## config.mk

```make
export PLATFORM = sky130hd
export DESIGN_NAME = ugemm_rate_dec
export DESIGN_NICKNAME = d
export VERILOG_FILES = /design/src/rtl/ugemm_rate_dec.sv
export SDC_FILE = /design/constraint.sdc
export NUM_CORES = 1
export LEC_CHECK = 0
export CAP_MARGIN = 10
export CORE_MARGIN = 1
export CORE_UTILIZATION = 35
export DETAILED_ROUTE_END_ITERATION = 12
export PLACE_DENSITY = 0.53
export REMOVE_ABC_BUFFERS = 1
export SETUP_SLACK_MARGIN = 0.05
export SKIP_CTS_REPAIR_TIMING = 1
export SLEW_MARGIN = 5
export SYNTH_ARGS = -nofsm -noshare
export SYNTH_HDL_FRONTEND = slang
export SYNTH_SLANG_ARGS = --single-unit
```

## constraint.sdc

```tcl
create_clock -name clk -period 3.5 [get_ports clk]
set_input_delay 0.525 -clock clk [delete_from_list [all_inputs] [get_ports clk]]
set_output_delay 0.525 -clock clk [all_outputs]
set_load 0.05 [all_outputs]
```

## src/rtl/ugemm_rate_dec.sv

```systemverilog
// Rate-coded bitstream decoder: counts ones over an L-cycle window.
// Define UGEMM_RATE_DEC_BIPOLAR_EN for a signed 2*ones-L result.
module ugemm_rate_dec #(
  parameter int WIDTH = 8,
  parameter int OUTW  = WIDTH + 2
) (
  input  logic             clk,
  input  logic             rst_n,
  input  logic             i_start,
  input  logic [WIDTH-1:0] i_len,
  input  logic             i_en,
  input  logic             i_bit,
  output logic             o_busy,
  output logic [OUTW-1:0]  o_data,
  output logic             o_valid,
  input  logic             i_ready
);

  typedef enum logic [1:0] {
    S_IDLE,
    S_RUN,
    S_DONE
  } state_e;

  state_e            state_q, state_d;
  logic [WIDTH:0]    len_q, len_d;
  logic [WIDTH:0]    ones_q, ones_d;
  logic [WIDTH:0]    cnt_q, cnt_d;
  logic [OUTW-1:0]   data_q, data_d;
  logic              valid_q, valid_d;
  logic              busy_q, busy_d;

  logic [WIDTH:0]    len_new;
  logic [WIDTH:0]    ones_nx;
  logic [WIDTH:0]    cnt_nx;
  logic              last;
  logic [OUTW-1:0]   res;
  logic              take;

  // i_len of zero stands for the full 2^WIDTH window
  assign len_new = (i_len == '0) ? {1'b1, {WIDTH{1'b0}}}
                                 : {1'b0, i_len};
  assign ones_nx = ones_q + (WIDTH+1)'(i_bit);
  assign cnt_nx  = cnt_q + (WIDTH+1)'(1);
  assign last    = (cnt_nx == len_q);
  assign take    = valid_q & i_ready;

`ifdef UGEMM_RATE_DEC_BIPOLAR_EN
  assign res = (OUTW'(ones_nx) << 1) - OUTW'(len_q);
`else
  assign res = OUTW'(ones_nx);
`endif

  always_comb begin
    state_d = state_q;
    len_d   = len_q;
    ones_d  = ones_q;
    cnt_d   = cnt_q;
    data_d  = data_q;
    valid_d = valid_q;
    busy_d  = busy_q;
    unique case (state_q)
      S_IDLE: begin
        ones_d = '0;
        cnt_d  = '0;
        if (i_start) begin
          len_d   = len_new;
          busy_d  = 1'b1;
          state_d = S_RUN;
        end
      end
      S_RUN: begin
        if (i_en) begin
          ones_d = ones_nx;
          cnt_d  = cnt_nx;
          if (last) begin
            data_d  = res;
            valid_d = 1'b1;
            busy_d  = 1'b0;
            state_d = S_DONE;
          end
        end
      end
      S_DONE: begin
        if (take) begin
          valid_d = 1'b0;
          ones_d  = '0;
          cnt_d   = '0;
          if (i_start) begin
            len_d   = len_new;
            busy_d  = 1'b1;
            state_d = S_RUN;
          end else begin
            state_d = S_IDLE;
          end
        end
      end
      default: begin
        valid_d = 1'b0;
        busy_d  = 1'b0;
        state_d = S_IDLE;
      end
    endcase
  end

  always_ff @(posedge clk or negedge rst_n) begin
    if (!rst_n) begin
      state_q <= S_IDLE;
      len_q   <= '0;
      ones_q  <= '0;
      cnt_q   <= '0;
      data_q  <= '0;
      valid_q <= 1'b0;
      busy_q  <= 1'b0;
    end else begin
      state_q <= state_d;
      len_q   <= len_d;
      ones_q  <= ones_d;
      cnt_q   <= cnt_d;
      data_q  <= data_d;
      valid_q <= valid_d;
      busy_q  <= busy_d;
    end
  end

  assign o_busy  = busy_q;
  assign o_valid = valid_q;
  assign o_data  = data_q;

endmodule
```

* Word level (Yosys, flattened, before mapping)
Cells that the tools add are included.
** Cells by class
- $mul :: 0
- Div/mod/pow operators :: 0
- $add $sub $neg :: 2
- Equal/unequal tests :: 7
- Mux-type cells :: 24
- Reduce and logical (&&, ||, !) cells :: 10
- Shift-type cells :: 0
- Bitwise gates (word level) :: 2
- Magnitude comparators :: 0
** Operator list (number)
- $mux 9 :: 6
- $pmux 9 s3 :: 2
- $pmux 9 s2 :: 1
- $add 9x1->9 :: 1
- $add 9x1->9 const B :: 1
- $eq 9x9->1 :: 1
- $reduce_and 3->1 :: 3
- $logic_not 8->1 :: 1
- $mux 1 :: 8
- $mux 2 :: 4
- $ne 2x2->1 const B :: 4
- $reduce_and 4->1 :: 2
- $pmux 1 s3 :: 2
- $pmux 2 s3 :: 1
- $reduce_bool 3->1 :: 1
- $eq 2x1->1 const B :: 1
- $eq 2x2->1 const B :: 1
- $logic_not 2->1 :: 1
- $reduce_and 2->1 :: 1
- $reduce_bool 2->1 :: 1
- $and 1x1->1 :: 1
- $not 1->1 :: 1
** Word-level totals
- Logic and storage cells :: 52
- Bits in writable memories :: 0
- Memory bits (read-only) :: 0
- Register bits :: 40
- Latch bits :: 0
- Output and inout port bits :: 12
- Input port bits :: 14
- Memories :: 0

* Depth between registers and ports, before layout
- Depth in word-level cells :: 5
- Mapped depth :: 8

* Worst setup path after synthesis
Ideal clock, no wire load.
- Path kind :: reg-to-reg
- Start point :: register cnt_q[0]
- End point :: register data_q[0] (netlist: o_data[0])
- Stages on the path, launching flop included :: 9
- Slack :: 1.357 ns
- Path buffers :: 1
- Arrival :: 2.018 ns
- Data required time :: 3.375 ns
- Setup time :: 0.125 ns
- Cells stage by stage :: dfrtp_1 -> ha_1 -> nand3_1 -> nor2_1 -> xnor2_1 -> o2111ai_1 -> nor3_2 -> buf_6 -> mux2_4
** On the way
- Longest elaborated chain between the ends :: 3
** Ends and longest elaborated chain
- from (decl) :: line 28 : logic [WIDTH:0] cnt_q, cnt_d;
- from (signal assigned) :: line 119 : cnt_q <= cnt_d;
- $add 9x1->9 :: line 44 : assign cnt_nx = cnt_q + (WIDTH+1)'(1);
- $eq 9x9->1 :: line 45 : assign last = (cnt_nx == len_q);
- $reduce_and 3->1 (no source line)
- to (signal assigned) :: line 120 : data_q <= data_d;
- to (decl) :: line 29 : logic [OUTW-1:0] data_q, data_d;
Every way passes these cells.
A chain may end at the register's enable or synchronous reset.

* Worst setup path after layout
- Start point :: register cnt_q[0]
- End point :: register data_q[8] (netlist: o_data[8])
The elaborated chain is that of the path after synthesis.

==> impl_results.md <==
- Outcome: completed
- Flops & latches, synth: 40
- CTS buffer count: 5
- Worst Skew: about 0.0088 ns
- Worst EP arrival: 2.72 ns
- Sink Count: 40
- Antenna fix cells: 0
- Post-synthesis cell type count: 34
- Worst-path fanout max: 11
- Row Count: 27
- Drt initial violations: 81
- Vias in the first global route: 1480
- Top FF cell, synth: dfrtp_1
- Minimum clock period: 2.545 ns
- Reg-to-Reg Start: cnt_q[0]$_DFFE_PN0P_
- Min-Delay Path Class: in2async
- PwrDens: 582.2 mW/mm^2
- Crit Reg-Reg Endpoint: o_data[8]$_DFFE_PN0P_
- Routed Wire Length: 3972 um
- DRT Pass-1 Iters: 4
- Yosys warns: 0
- Post-DR vias/cell: 4.983
- I/O pins: 26
- Clock-pin slew on the worst setup and hold paths: 0.08 ns
- Worst hold margin: 0.3433 ns
- Layout area overhead: 18.59%
- Design Power: 1.412 mW
- Crit path required time: 3.68 ns
- Residual DRC count: 0
- CP endpoint kind: flip-flop
- CP startpoint kind: flip-flop
- Setup TNS Final: 0 ns
- Via count: about 1.5k
- Chip height: 78.45 um
- Htree depth: 2
- Hpwl dp: 2683 um
- Async SR Flop Fraction: 100.0%
- Final Hold Vio Count: 0
- Sequential-to-total area share from yosys stat: 48.93%
- CP Class: reg2reg
- Fin nets: 237
- Die X: 78.45 um
- Max-slew violations: 0
- Final Non-Filler Cells: 292
- Initial Util: 36.70%
- Buffers on Ports: 24
- Cells on worst reg2reg path: 8
- Synthesized area: 0.002046 sq mm
- Initial antenna violation count: 0
- RSZ-0062 raised after global routing: no
- Clock buffer depth: 2
- VDD IR max: 0.2372 mV
- First-pass GRT wire length: around 7000 um
- GPL Wtd Cong: slightly above 0.7
- Slew HR: ~41%
- Reg-to-reg slack, setup: around 0.96 ns
- F_max: 392.9 MHz
- Largest net degree at the start of global routing: just over 40
- GRT overflow: 0
- Die area: 0.006154 sq mm
- Fin util: around 44%
- Synthesized instance count: 194
- Slew @ Worst Pin: 0.8839 ns
- Setup violations, final: 0
- Max Cap Viol: 0
- DR WL/cell: 13.60 um
- Leak pwr: 1.076 nW
- CTS tree: done
- Crit share post-route: about 73%
- GRT Total Usage: 14.85%
- Number of enable flip-flop cells after synthesis: 0
- Mean post-synth cell area: 10.54 sq um
- Root buf cell: clkbuf_8
- Clk_lat worst skew: 0.29 ns
- Core Region: 0.005574 sq mm
- Layout cells sized above 1: 13.64%
- Placed insts: 285
- DRT antenna net count: 0
[how the worst max path moves through the flow]
stage | startpoint | to | slack [ns] | depth (start not counted)
after global routing | cnt_q[0]$_DFFE_PN0P_ | o_data[8]$_DFFE_PN0P_ | 0.77 | 8
after global placement | i_bit | o_data[8]$_DFFE_PN0P_ | 0.95 | 8
after CTS | cnt_q[0]$_DFFE_PN0P_ | o_data[8]$_DFFE_PN0P_ | 0.96 | 8
after detailed placement | i_bit | o_data[8]$_DFFE_PN0P_ | 0.91 | 8
final | cnt_q[0]$_DFFE_PN0P_ | o_data[8]$_DFFE_PN0P_ | 0.96 | 8
after floorplan | cnt_q[0]$_DFFE_PN0P_ | o_data[8]$_DFFE_PN0P_ | 0.97 | 7
[area by class of cell]
cell class / instances / area [sq um]
Clock buffer: 6 / 72.57
Clock inverter: 1 / 5.005
Fill cell: 568 / 3148
Inverter: 3 / 11.26
Multi-Input combinational cell: 144 / 996.0
Sequential cell: 40 / 1001
Tap cell: 72 / 90.09
Timing Repair Buffer: 26 / 250.2
[routing by layer]
| layer | track usage (%) | vias up | share of wire [%] |
|---|---|---|---|
| met4 | 5.556 | 0 | 1.7 |
| met1 | 20.03 | 706 | 50 |
| met5 | 0 | - | 0 |
| met2 | 23.07 | 19 | 45 |
| li1 | - | 724 | - |
| met3 | 3.488 | 6 | 2.5 |
[metrics by stage]
stage	worst slack (ns)	cell area, sq um
2_1_floorplan	0.9669	2008
3_3_place_gp	0.9540	2349
3_5_place_dp	0.9146	2349
4_1_cts	0.9631	2426
5_1_grt	0.7669	2426
6_report	0.9551	2426
[cells in the final DEF, fill, tap and decap left out]
cell / count
a21o_1: 1
a21oi_1: 2
a22o_1: 4
and2_1: 2
and3_1: 5
and3_4: 2
and3b_1: 1
buf_2: 1
buf_4: 2
clkbuf_1: 1
clkbuf_8: 5
clkdlybuf4s50_1: 23
clkinv_2: 1
conb_1: 1
dfrtp_1: 40
ha_1: 3
inv_1: 3
mux2_2: 9
mux2_4: 8
nand2_1: 16
nand2b_1: 2
nand3_1: 7
nand4_1: 1
nor2_1: 15
nor3_1: 5
nor3_2: 1
nor3b_1: 1
nor4_1: 2
o2111ai_1: 1
o21ai_0: 26
o21bai_1: 2
o31ai_1: 4
o41ai_1: 1
or2_2: 1
or3_1: 1
xnor2_1: 10
xor2_1: 10
[power by group]
part	switching, mW	leakage (nW)	internal [mW]
combinational	0.248	0.512	0.223
clock	0.155	0.0410	0.136
sequential	0.0884	0.524	0.562
total	0.491	1.08	0.921
[sequential cells by signal, summed over array words and instances, names as in the netlist]
name / cells
len_q: 9
o_valid: 1
cnt_q: 9
ones_q: 9
state_q: 2
o_busy: 1
o_data: 9
[Yosys cell counts, types with 2 or more instances]
library cell	n	area share, %
nand2_1	16	2.9
dfrtp_1	40	49
and2_1	2	0.61
mux2_4	8	5.9
a22o_1	4	1.7
nor3_1	5	1.2
clkbuf_1	5	0.92
xnor2_1	10	4.3
mux2_2	9	5.0
a21oi_1	2	0.49
o21bai_1	2	0.73
nand2b_1	2	0.61
and3_1	5	1.5
o31ai_1	4	1.5
ha_1	3	1.8
o21ai_0	26	6.4
nor2_1	15	2.8
nand3_1	7	1.7
and3_4	2	1.1
inv_1	3	0.55
nor4_1	2	0.61
xor2_1	10	4.3
[critical path, cell delays in order (launching register included)]
cell	delay, ns
dfrtp_1	0.45
ha_1	0.29
nand3_1	0.21
nor2_1	0.30
xnor2_1	0.16
o2111ai_1	0.22
nor3_2	0.20
buf_4	0.24
mux2_2	0.35
[logic make-up (layout without fill, tap and decap cells)]
logic type / Yosys count / in the layout / synth area share, %
AOI/OAI and AO/OA: 41 / 41 / 11.99
and+or+nand+nor: 62 / 62 / 15.29
other: 1 / 1 / 0.1833
DFF: 40 / 40 / 48.93
muxes: 17 / 17 / 10.83
xor gates and xnor gates: 20 / 20 / 8.562
adders and majority gates: 3 / 3 / 1.835
buffers and inverters: 10 / 36 / 2.385
Note: power is estimated with default switching activity, not from simulation.
